--- config.mk ---
export PLATFORM = sky130hd
export DESIGN_NAME = wb_write_queue
export DESIGN_NICKNAME = d
export VERILOG_FILES = /design/src/rtl/wb_write_queue.sv
export SDC_FILE = /design/constraint.sdc
export NUM_CORES = 1
export LEC_CHECK = 0
export ABC_CLOCK_PERIOD_IN_PS = 2090
export BUFFER_PORTS_ARGS = -buffer_cell sky130_fd_sc_hd__buf_4
export CELL_PAD_IN_SITES_DETAIL_PLACEMENT = 0
export CELL_PAD_IN_SITES_GLOBAL_PLACEMENT = 2
export CORE_MARGIN = 1.5
export CORE_UTILIZATION = 35
export CTS_BUF_LIST = sky130_fd_sc_hd__clkbuf_16
export DETAILED_ROUTE_END_ITERATION = 8
export GPL_ROUTABILITY_DRIVEN = 1
export HOLD_SLACK_MARGIN = 0.1
export PLACE_DENSITY_LB_ADDON = 0.15
export SKIP_LAST_GASP = 1
export SLEW_MARGIN = 40
export SYNTH_ARGS = -nofsm -noshare
export SYNTH_HDL_FRONTEND = slang
export SYNTH_SLANG_ARGS = --single-unit
--- constraint.sdc ---
create_clock -name clk -period 2.09 [get_ports clk]
set_clock_uncertainty 0.05 [all_clocks]
set_input_delay 0.3135 -clock clk [delete_from_list [all_inputs] [get_ports clk]]
set_output_delay 0.3135 -clock clk [all_outputs]
set_load 0.02 [all_outputs]
--- src/rtl/wb_write_queue.sv ---
// Four-entry write-back queue between the pipeline WB stage and the register file write port.
// Define WB_FORWARD_EN to enable bypass lookup of pending entries for the two read ports.
module wb_write_queue #(
  parameter int DEPTH = 4
) (
  input  logic        clk,
  input  logic        rst_n,
  input  logic        In_Valid,
  input  logic [4:0]  In_Address,
  input  logic [31:0] In_Data,
  output logic        Full,
  input  logic        Hold,
  output logic        Write_Ctrl,
  output logic [4:0]  Write_Address,
  output logic [31:0] Write_Data,
  input  logic [4:0]  Read_Address1,
  input  logic [4:0]  Read_Address2,
  output logic        Fwd_Hit1,
  output logic        Fwd_Hit2,
  output logic [31:0] Fwd_Data1,
  output logic [31:0] Fwd_Data2,
  output logic [2:0]  Count
);

  localparam int PTR_W = 2;

  logic [PTR_W-1:0] head_q, head_d;
  logic [PTR_W-1:0] tail_q, tail_d;
  logic [2:0]       count_q, count_d;
  logic [DEPTH-1:0] valid_q, valid_d;
  logic [4:0]       addr_q [DEPTH];
  logic [31:0]      data_q [DEPTH];

  logic accept;
  logic pop;

  assign Full   = (count_q == 3'(DEPTH));
  assign accept = In_Valid && !Full && (In_Address != 5'd0);
  assign pop    = (count_q != 3'd0) && !Hold;
  assign Count  = count_q;

  always_comb begin
    head_d  = head_q;
    tail_d  = tail_q;
    count_d = count_q;
    valid_d = valid_q;
    if (pop) begin
      valid_d[head_q] = 1'b0;
      head_d          = head_q + 1'b1;
    end
    if (accept) begin
      valid_d[tail_q] = 1'b1;
      tail_d          = tail_q + 1'b1;
    end
    case ({accept, pop})
      2'b10:   count_d = count_q + 3'd1;
      2'b01:   count_d = count_q - 3'd1;
      default: count_d = count_q;
    endcase
  end

  // NOTE: async reset clears control state only; payload storage is gated by valid bits and needs no reset.
  always_ff @(posedge clk or negedge rst_n) begin
    if (!rst_n) begin
      head_q  <= '0;
      tail_q  <= '0;
      count_q <= '0;
      valid_q <= '0;
    end else begin
      head_q  <= head_d;
      tail_q  <= tail_d;
      count_q <= count_d;
      valid_q <= valid_d;
    end
  end

  always_ff @(posedge clk) begin
    if (accept) begin
      addr_q[tail_q] <= In_Address;
      data_q[tail_q] <= In_Data;
    end
  end

  assign Write_Ctrl    = pop;
  assign Write_Address = pop ? addr_q[head_q] : 5'd0;
  assign Write_Data    = pop ? data_q[head_q] : 32'd0;

`ifdef WB_FORWARD_EN
  // Scan oldest to newest so the last match (closest to tail) wins.
  always_comb begin : fwd_lookup
    logic [PTR_W-1:0] idx;
    Fwd_Hit1  = 1'b0;
    Fwd_Hit2  = 1'b0;
    Fwd_Data1 = 32'd0;
    Fwd_Data2 = 32'd0;
    idx       = head_q;
    for (int i = 0; i < DEPTH; i++) begin
      idx = head_q + PTR_W'(i);
      if (valid_q[idx] && (Read_Address1 != 5'd0) && (addr_q[idx] == Read_Address1)) begin
        Fwd_Hit1  = 1'b1;
        Fwd_Data1 = data_q[idx];
      end
      if (valid_q[idx] && (Read_Address2 != 5'd0) && (addr_q[idx] == Read_Address2)) begin
        Fwd_Hit2  = 1'b1;
        Fwd_Data2 = data_q[idx];
      end
    end
  end
`else
  logic unused_read_addr;
  assign unused_read_addr = ^{Read_Address1, Read_Address2};
  assign Fwd_Hit1  = 1'b0;
  assign Fwd_Hit2  = 1'b0;
  assign Fwd_Data1 = 32'd0;
  assign Fwd_Data2 = 32'd0;
`endif

endmodule

==> metrics.yaml <==
startpoint_type: "register"
synth.most_common_cell: "edfxtp_1"
synth_edf_count: 148
viasPerCell: 4.32
ys_seq_elements: 155
initial_core_util_pct: 36.0
cts-root-buf: "clkbuf_16"
routed_wl_um: 12100
dpl_cell_area_mm2: 0.00747
stdcell_count: 728
worstSetupEndpointType: "output port"
setup_violations: 37
period_needed_ns: 2.30
cts_tree: "yes"
die_x_um: 139
diodes: 0
timing.fmax_ghz: 0.436
first_pass_iters: 6
violations: "DRC, setup timing"
rows: 49
cp_max_fo: 15
cp_slowest_stage_delay_ns: 0.52
areaGrowthSynthToFinish_pct: 29.7
worstRegToRegCells: 9
hp-class: "in -> reg"
via_count: 3144
path_class: "reg -> out"
rsz0062_at_grt: "yes"
post-route-period-util_pct: 110
antenna_found_initial: 0
holdWs_ns: 0.168
post_synth.cell_area_avg_um2: 19.1
wl_per_cell_um: 16.6
numCtsBuffers: 17
yosys_warnings: 0
final_area_mm2: 0.00845
ioPinCount: 159
synthCells: 341
clkLatencyLatePin_ns: 0.41
layout-drive-gt1-share_pct: 35.5
startpoint: "head_q[0]$_DFFE_PN0P_"
path_clk_slew_ns: 0.06
yosysTopAreaCellShare_pct: 68.2
dp.cells: 658
core-area_mm2: 0.0181
status: "finished with violations"
reg2reg_from: "Count[1]$_DFFE_PN0P_"
fin_ws_ns: -0.206
p_leak_nw: 3.14
chipHeight_um: 139
ys_top_cells_by_count: "edfxtp_1, buf_4, and2_1"
fin_setup_tns_ns: -6.09
gp_congestion: 0.718
fin_nets: 543
ys.flop_type: "edfxtp_1"
synthArstFlopShare_pct: 4.52
hold_violations: 0
ir_worst_vdd_uv: 646
yosysTopAreaCell: "edfxtp_1"
clk_path_buf_depth: 2
synth_cell_types: 20
drc: 19
first_global_vias: 3304
powerDensity_mw_per_mm2: 1340
dieArea_mm2: 0.0194
grt_usage_pct: 13.1
ys_seq_area_share_pct: 70.9
drt-initial-drc-count: 174
clock_sinks: 155
drv_cap: 0
path_cells: "buf_12 -> mux4_2 -> and2_1 -> buf_4"
port_buffers: 82
grt_max_degree: 40
htreeDepth: 4
synth_area_mm2: 0.00651
cts_setup_buffers: 0
cp.required_ns: 1.73
hold_depth: 3
drtAntennaViolNets: 0
overflow: 0
maxSlewViolCount: 0
hpwlAfterDp_um: 7510
cp_data_arrival_time_ns: 1.93
min_from: "Hold"
synth_area_leaders: "edfxtp_1, mux4_2, buf_4"
grt_pass1_wl_um: 18700
crit_slowest_cell: "mux4_2"
final_core_util_pct: 46.7
## area by class of cell
class	instances	area, µm²
Fill cell	1564	9640
Sequential cell	155	4630
Multi-Input combinational cell	166	1580
Timing Repair Buffer	139	1340
Clock buffer	17	425
Tap cell	229	287
Clock inverter	15	165
Inverter	7	26.3
## through the flow
stage	power [mW]	setup WS (ns)
4_1_cts	11.5	-0.240
5_1_grt	11.9	-0.279
6_report	11.3	-0.206
3_3_place_gp	8.31	0.0403
2_1_floorplan	6.80	0.0132
3_5_place_dp	8.36	0.0415
## critical path: cells and delay by family, from the launching register on
family        cells  cell delay (ns)
buf+inv           2             0.35
flops             1             0.46
mux               1             0.52
simple gates      1             0.19
## report_power, final
part	internal [mW]	switching (mW)	leakage, nW
logic	1.96	1.96	1.42
clock network	1.95	1.11	0.289
registers	4.11	0.215	1.43
total	8.03	3.28	3.14
## registers in the layout, indices dropped and copies added, names as in the netlist
register  cells
head_q        2
addr_q       20
tail_q        2
Count         3
data_q      128
## layer usage
metal  routed length, µm  GRT usage, %  up-vias
li1                    -             -     1457
met1                5420          16.8     1570
met2                5900          21.5      105
met3                 548          3.13       12
met4                 187          5.38        0
met5                   0             0        -
## kinds of logic after synthesis
group / Yosys count / synth area share, %
buf+inv: 85 / 9.13
compound gates: 1 / 0.192
flops: 155 / 70.9
other cells: 1 / 0.0576
simple gates: 48 / 4.50
fa+ha+maj: 6 / 1.27
xor+xnor: 6 / 0.807
mux: 39 / 13.1
## worst paths after layout
path / endpoint / slack [ns]
max: Write_Data[6] / -0.21
min: head_q[1]$_DFFE_PN0P_ / 0.17
max reg2reg: Count[2]$_DFFE_PN0P_ / 0.15
min reg2reg: Count[2]$_DFFE_PN0P_ / 0.48
max in group asynchronous: head_q[0]$_DFFE_PN0P_ / 1.64
min in group asynchronous: Count[1]$_DFFE_PN0P_ / 0.20
## placed cells by master, fill, tap and decap left out, drive strengths merged, types with 5 or more instances in the layout
master / n
conb: 66
dfrtp: 7
edfxtp: 148
clkinv: 8
and2: 41
mux4: 37
ha: 5
buf: 101
dlygate4sd3: 38
inv: 9
clkbuf: 17
## repair_timing
item                                    4_1_cts  5_1_grt
gates cloned                                  0        0
endpoints found under the setup margin       38       38
hold buffers                                 38        0
endpoints found under the hold margin       155        0
resized for setup                             1        3
pin swaps                                     0        2
No activity file was read; power rests on OpenSTA's default activity.
